**src/rtl/ecm24_spi_arbiter_pkg.sv**
```systemverilog
// Shared types for the two-master SPI pad arbiter.
package ecm24_spi_pkg;

    localparam int NUM_MASTERS = 2;
    localparam int MIDX_W      = (NUM_MASTERS > 1) ? $clog2(NUM_MASTERS) : 1;

    typedef logic [MIDX_W-1:0] master_idx_t;

    typedef enum logic [1:0] {
        IDLE  = 2'd0,
        GRANT = 2'd1,
        GAP   = 2'd2
    } arb_state_t;

    // Signals one master presents towards the pads.
    typedef struct packed {
        logic clk;
        logic mosi;
        logic cs_n;
    } pad_t;

endpackage

```
**src/rtl/ecm24_spi_arbiter_if.sv**
```systemverilog
// Master-side and pad-side SPI signals of the arbiter, bundled.
interface ecm24_spi_arbiter_if;
    import ecm24_spi_pkg::*;

    logic [NUM_MASTERS-1:0] m_req;
    logic [NUM_MASTERS-1:0] m_gnt;
    logic [NUM_MASTERS-1:0] m_spi_clk;
    logic [NUM_MASTERS-1:0] m_spi_mosi;
    logic [NUM_MASTERS-1:0] m_spi_cs_n;
    logic [NUM_MASTERS-1:0] m_spi_miso;
    logic                   spi_miso;
    logic                   spi_clk;
    logic                   spi_mosi;
    logic                   spi_cs1;
    logic                   spi_cs2;

    // Arbiter side.
    modport slave (
        input  m_req, m_spi_clk, m_spi_mosi, m_spi_cs_n, spi_miso,
        output m_gnt, m_spi_miso, spi_clk, spi_mosi, spi_cs1, spi_cs2
    );

    // Masters and pad side.
    modport master (
        output m_req, m_spi_clk, m_spi_mosi, m_spi_cs_n, spi_miso,
        input  m_gnt, m_spi_miso, spi_clk, spi_mosi, spi_cs1, spi_cs2
    );

endinterface

```
**src/rtl/ecm24_rr_pick.sv**
```systemverilog
// Combinational round-robin winner select between two requesters.
module ecm24_rr_pick
    import ecm24_spi_pkg::*;
(
    input  logic [NUM_MASTERS-1:0] req,
    input  master_idx_t            last,
    output logic                   vld,
    output master_idx_t            win
);

    always_comb begin
        vld = |req;
        win = last;
        case (req)
            2'b01:   win = '0;
            2'b10:   win = master_idx_t'(1);
            2'b11:   win = ~last;   // tie goes to whoever did not own last
            default: win = last;
        endcase
    end

endmodule

```
**src/rtl/ecm24_spi_arbiter.sv**
```systemverilog
// Round-robin owner of the shared SPI pads with a chip-select-high gap
// between owners and sticky flags for masters driving cs_n without a grant.
module ecm24_spi_arbiter
    import ecm24_spi_pkg::*;
#(
    parameter int GAP_CYCLES = 2,
    parameter int GAP_W      = (GAP_CYCLES > 0) ? $clog2(GAP_CYCLES + 1) : 1
) (
    input  logic                   wb_clk,
    input  logic                   wb_rst,
    ecm24_spi_arbiter_if.slave     bus,
    output logic                   busy,
    output logic [NUM_MASTERS-1:0] err
);

    localparam logic [1:0] ST_IDLE  = IDLE;
    localparam logic [1:0] ST_GRANT = GRANT;
    localparam logic [1:0] ST_GAP   = GAP;

    logic [1:0]             state_q, state_d;
    master_idx_t            owner_q, owner_d;
    master_idx_t            last_q, last_d;
    logic [GAP_W-1:0]       cnt_q, cnt_d;
    logic [NUM_MASTERS-1:0] gnt_q, gnt_d;
    logic [NUM_MASTERS-1:0] sel;
    logic                   pick_vld;
    master_idx_t            pick_win;
    logic                   release_ok;
    pad_t                   own_pad;

    ecm24_rr_pick u_pick (
        .req  (bus.m_req),
        .last (last_q),
        .vld  (pick_vld),
        .win  (pick_win)
    );

    // An aborting owner keeps the bus until its cs_n is back high.
    assign release_ok = !bus.m_req[owner_q] && bus.m_spi_cs_n[owner_q];

    always_comb begin
        state_d = state_q;
        owner_d = owner_q;
        last_d  = last_q;
        cnt_d   = cnt_q;
        case (state_q)
            ST_IDLE: begin
                if (pick_vld) begin
                    state_d = ST_GRANT;
                    owner_d = pick_win;
                    last_d  = pick_win;
                end
            end
            ST_GRANT: begin
                if (release_ok) begin
                    if (GAP_CYCLES > 0) begin
                        state_d = ST_GAP;
                        cnt_d   = GAP_W'(GAP_CYCLES - 1);
                    end else begin
                        state_d = ST_IDLE;
                    end
                end
            end
            ST_GAP: begin
                if (cnt_q == '0) state_d = ST_IDLE;
                else             cnt_d   = cnt_q - GAP_W'(1);
            end
            default: state_d = ST_IDLE;
        endcase
    end

    // Grant is registered from next-state so it always matches state_q/owner_q.
    always_comb begin
        gnt_d = '0;
        if (state_d == ST_GRANT) gnt_d[owner_d] = 1'b1;
    end

    always_ff @(posedge wb_clk) begin
        if (wb_rst) begin
            state_q <= ST_IDLE;
            owner_q <= '0;
            last_q  <= master_idx_t'(1);
            cnt_q   <= '0;
            gnt_q   <= '0;
        end else begin
            state_q <= state_d;
            owner_q <= owner_d;
            last_q  <= last_d;
            cnt_q   <= cnt_d;
            gnt_q   <= gnt_d;
        end
    end

    for (genvar i = 0; i < NUM_MASTERS; i++) begin : g_sel
        assign sel[i] = (state_q == ST_GRANT) && (owner_q == master_idx_t'(i));
    end

    always_ff @(posedge wb_clk) begin
        if (wb_rst) err <= '0;
        else        err <= err | (~bus.m_spi_cs_n & ~gnt_q);
    end

    assign own_pad = '{clk:  bus.m_spi_clk[owner_q],
                       mosi: bus.m_spi_mosi[owner_q],
                       cs_n: bus.m_spi_cs_n[owner_q]};

    always_comb begin
        bus.spi_clk  = 1'b0;
        bus.spi_mosi = 1'b0;
        bus.spi_cs1  = 1'b1;
        bus.spi_cs2  = 1'b1;
        if (state_q == ST_GRANT) begin
            bus.spi_clk  = own_pad.clk;
            bus.spi_mosi = own_pad.mosi;
            if (owner_q == '0) bus.spi_cs1 = own_pad.cs_n;
            else               bus.spi_cs2 = own_pad.cs_n;
        end
    end

    assign bus.m_gnt      = gnt_q;
    assign bus.m_spi_miso = sel & {NUM_MASTERS{bus.spi_miso}};
    assign busy           = (state_q != ST_IDLE);

endmodule
```
**src/flat_wrapper.sv**
```systemverilog
// flat-port wrapper written by rule: the top's interface ports become plain ports
module ecm24_spi_arbiter_flat import ecm24_spi_pkg::*;
#(
    parameter int GAP_CYCLES = 2,
    parameter int GAP_W      = (GAP_CYCLES > 0) ? $clog2(GAP_CYCLES + 1) : 1
)
  (wb_clk, wb_rst, busy, err, bus_m_req, bus_m_spi_clk, bus_m_spi_mosi, bus_m_spi_cs_n, bus_spi_miso, bus_m_gnt, bus_m_spi_miso, bus_spi_clk, bus_spi_mosi, bus_spi_cs1, bus_spi_cs2);
  ecm24_spi_arbiter_if bus_i ();
  input  logic wb_clk;
  input  logic wb_rst;
  output logic busy;
  output logic [NUM_MASTERS-1:0] err;
  input wire logic [$bits(bus_i.m_req)-1:0] bus_m_req;
  input wire logic [$bits(bus_i.m_spi_clk)-1:0] bus_m_spi_clk;
  input wire logic [$bits(bus_i.m_spi_mosi)-1:0] bus_m_spi_mosi;
  input wire logic [$bits(bus_i.m_spi_cs_n)-1:0] bus_m_spi_cs_n;
  input wire logic [$bits(bus_i.spi_miso)-1:0] bus_spi_miso;
  output wire logic [$bits(bus_i.m_gnt)-1:0] bus_m_gnt;
  output wire logic [$bits(bus_i.m_spi_miso)-1:0] bus_m_spi_miso;
  output wire logic [$bits(bus_i.spi_clk)-1:0] bus_spi_clk;
  output wire logic [$bits(bus_i.spi_mosi)-1:0] bus_spi_mosi;
  output wire logic [$bits(bus_i.spi_cs1)-1:0] bus_spi_cs1;
  output wire logic [$bits(bus_i.spi_cs2)-1:0] bus_spi_cs2;
  assign bus_i.m_req = bus_m_req;
  assign bus_i.m_spi_clk = bus_m_spi_clk;
  assign bus_i.m_spi_mosi = bus_m_spi_mosi;
  assign bus_i.m_spi_cs_n = bus_m_spi_cs_n;
  assign bus_i.spi_miso = bus_spi_miso;
  assign bus_m_gnt = bus_i.m_gnt;
  assign bus_m_spi_miso = bus_i.m_spi_miso;
  assign bus_spi_clk = bus_i.spi_clk;
  assign bus_spi_mosi = bus_i.spi_mosi;
  assign bus_spi_cs1 = bus_i.spi_cs1;
  assign bus_spi_cs2 = bus_i.spi_cs2;
  ecm24_spi_arbiter #(.GAP_CYCLES(GAP_CYCLES), .GAP_W(GAP_W)) u_core (.wb_clk(wb_clk), .wb_rst(wb_rst), .bus(bus_i), .busy(busy), .err(err));
endmodule
```
**config.mk**
```make
export PLATFORM = sky130hd
export DESIGN_NAME = ecm24_spi_arbiter_flat
export DESIGN_NICKNAME = d
export VERILOG_FILES = /design/src/rtl/ecm24_spi_arbiter_pkg.sv /design/src/rtl/ecm24_spi_arbiter_if.sv /design/src/rtl/ecm24_rr_pick.sv /design/src/rtl/ecm24_spi_arbiter.sv /design/src/flat_wrapper.sv
export SDC_FILE = /design/constraint.sdc
export NUM_CORES = 1
export LEC_CHECK = 0
export BUFFER_PORTS_ARGS = -buffer_cell sky130_fd_sc_hd__clkbuf_2
export CAP_MARGIN = 20
export CORE_AREA = 3 3 40 42
export CTS_BUF_LIST = sky130_fd_sc_hd__clkbuf_8
export DETAILED_ROUTE_END_ITERATION = 7
export DIE_AREA = 0 0 43 45
export PLACE_DENSITY = 0.74
export SLEW_MARGIN = 20
export SYNTH_ARGS = -nofsm -noshare
export SYNTH_HDL_FRONTEND = slang
export SYNTH_SLANG_ARGS = --single-unit
```
**constraint.sdc**
```tcl
create_clock -name wb_clk -period 1.9 [get_ports wb_clk]
set_input_delay 0.38 -clock wb_clk [delete_from_list [all_inputs] [get_ports wb_clk]]
set_output_delay 0.38 -clock wb_clk [all_outputs]
set_load 0.01 [all_outputs]
```
==> implementation parameters <==
Parameter                              Value

Status
  Outcome    finished, final reports clean

Critical path
  CP required    1.52 ns
  Max Fanout on Critical Path    10
  Worst reg2reg path depth    6
  Worst path depth    4
  Category of the most critical setup path    flop to output port
  Data arrival time of the critical path    1.41 ns
  Crit path capture type    output port
  Buffer and inverter count on the worst path    2
  CP startpoint kind    flop
  Slowest cell delay on critical path    0.44 ns
  Cell breakdown of the critical path    inv_2 > ha_4 > or3b_2 > clkbuf_2
  Crit path max-delay family    simple AND/OR/NAND/NOR gates
  Master of the slowest instance on the critical path    or3b_2

Clocking
  Clock latency at the later pin of the worst-skew pair    0.23 ns
  Root Driver    clkbuf_8
  TritonCTS clock tree    built
  CTS H-tree depth    1
  Clock-pin slew on the worst setup and hold paths    0.04 ns
  Clock sink count    10
  Count of hold buffers inserted by post-cts repair    0
  Buffer levels on the longest clock path    2
  Number of buffers created by CTS    3

Power
  Internal power    0.464 mW
  Switching share of power    0.294
  Comb pwr share    0.291
  Standby leakage power    0.344 nW
  Sequential share of power    0.390
  Sum of internal, switching and leakage power    0.657 mW
  Share of total power in the clock network    0.319
  Net switching power figure    0.193 mW
  P per Cell Area    880 nW/µm²
  Peak VDD IR    0.000597 V

Floorplan
  Chip Height    45 µm
  Die Outline Area    1940 µm²
  Die span in x    43 µm
  Number of primary I/O pins    22
  Starting utilization of the core area    0.458
  Std-Cell Rows    13
  Area of the core region    1280 µm²

Logic synthesis
  Share of the synthesized area in the top cell type    0.340
  Async SR Flop Fraction    0
  Most frequent cells after synthesis    dfxtp_1 (10), nor2_1 (8), inv_1 (6)
  Cell with the most instances after synthesis    dfxtp_1
  Most used DFF post-synth    dfxtp_1
  Syn_area_per_cell    8.91 µm²
  Nets in the synthesized netlist    82
  Sequential element share of the synthesized area    0.340
  EDFF count, synth    0
  Yosys cell types    30
  Total number of yosys warnings    0
  Seq cells post-synth    10
  Instance count of the mapped netlist    66
  Post-synth top area cell    dfxtp_1
  Cell area after synthesis    588 µm²
  Dominant cells by area after synthesis    dfxtp_1 (34%), ha_1 (11%), nor2_1 (5.1%)

Placed design
  Half-perimeter wire length after detailed placement    974 µm
  Global placer's final weighted congestion    0.691
  Port Buffer Count    21
  Inst Count DP    99

Routing
  Via density    5.29
  DRC    0
  Final wirelength    1.25 mm
  Remaining antenna violation count after routing    0
  Number of detailed-routing iterations run before antenna repair    4
  Routed wirelength normalized by instance count    12.2 µm
  Count of vias placed by the detailed router    540
  DR iter-0 viols    8

Final layout
  Filler instances    122
  Filler-free cell count of the finished design    102
  Area grow syn2layout    27.0%
  Ratio of cells with drive above 1 in the final layout    0.391
  Number of antenna repair diodes    0
  Storage element area    200 µm²
  NumNets Final    105
  Total area of multi-input combinational cells    359 µm²

Global routing
  Wire length of the first global-routing pass    2.04 mm
  Global route overflow    0
  Pin count of the biggest net entering global routing    11
  Global Route Usage Sum    0.141
  Number of global-route vias before repair    504
  Initial antenna violation count    0

Timing
  Min Clock Period, post-route    1.79 ns
  Hold slack    0.425 ns
  Setup repair after global routing missed its margin    false
  Worst setup skew after layout    0.00155 ns
  Worst slew pin tran    0.296 ns
  Crit share post-route    0.942
  Final setup viols    0
  Final count of pins violating max slew    0
  Highest attainable clock frequency    559 MHz
  Max-slew headroom at the worst pin    0.802
  Count of final hold-check violations    0
  Total Negative Setup Slacks    0 ns

Worst hold path
  Min-Delay Path Depth    2
  Worst Hold Class    input port to flop

Run
  Maximum capacitance violations    0
## layer usage
layer	track usage	up-vias	part of all wire	wire length, µm
met5	0	-	0	0
met4	0.108	0	0.0064	8
met3	0.0279	2	0.054	68
met2	0.228	16	0.49	617
met1	0.165	245	0.44	555
li1	-	277	-	-
## layout make-up
| class | count | share of cell area |
|---|---|---|
| clock buffers | 3 | 0.0553 |
| inverters | 6 | 0.0302 |
| multi-input cells | 47 | 0.481 |
| flip-flops and latches | 10 | 0.268 |
| well taps | 15 | 0.0251 |
| repair buffers | 21 | 0.141 |
## power groups by stage
stage | Combinational, mW | Clock, mW | Sequential (mW)
floorplan | 0.127 | 0 | 0.256
global placement | 0.180 | 0 | 0.257
detailed placement | 0.184 | 0 | 0.258
CTS | 0.191 | 0.216 | 0.256
global route | 0.210 | 0.227 | 0.261
finish | 0.191 | 0.210 | 0.256
## kinds of logic after synthesis
logic type	share of synthesized area
compound gates	0.185
fa+ha+maj	0.106
buf+inv	0.0702
flops	0.340
mux	0.0340
simple gates	0.264
## repair_timing
| action | 4_1_cts | 5_1_grt |
|---|---|---|
| gates resized for setup | 2 | 1 |
| pin swaps | 0 | 0 |
| setup endpoints to repair | 1 | 1 |
| setup buffers | 0 | 0 |
## final timing paths
check / start / endpoint / slack, ns
worst max register to register: u_core.state_q[0] / u_core.bus.m_gnt[1] / 0.15
worst max-delay path: u_core.state_q[1] / bus_spi_cs1 / 0.11
worst min register to register: u_core.err[1] / u_core.err[1] / 0.46
worst min-delay path: wb_rst / u_core.cnt_q[1] / 0.42
## cell usage in the layout (no fill, tap or decap), types with 3 or more instances in the layout
cell / n
inv_1: 5
ha_1: 4
clkbuf_8: 3
nor2_1: 8
dfxtp_1: 10
clkbuf_2: 21
a21oi_1: 4
nor2b_1: 4
## metrics by stage
stage | util | instance area, µm² | setup WS [ns]
after global routing | 0.581 | 747 | 0.0297
final | 0.581 | 747 | 0.110
after detailed placement | 0.539 | 693 | 0.181
after global placement | 0.539 | 693 | 0.214
after floorplan | - | 588 | 0.273
after CTS | 0.581 | 747 | 0.0531
## worst reg2reg max path: cells and delay by family, from the launching register on
family / cells / cell delay [ns]
compound gates: 2 / 0.54
simple gates: 2 / 0.48
flops: 1 / 0.34
fa+ha+maj: 1 / 0.18
buf+inv: 1 / 0.13
## registers in the layout, summed over array words and instances, names as in the netlist
register          cells
u_core.err            2
u_core.state_q        2
u_core.last_q         1
u_core.owner_q        1
u_core.bus.m_gnt      2
u_core.cnt_q          2
Power figures use the tool's default switching activity.
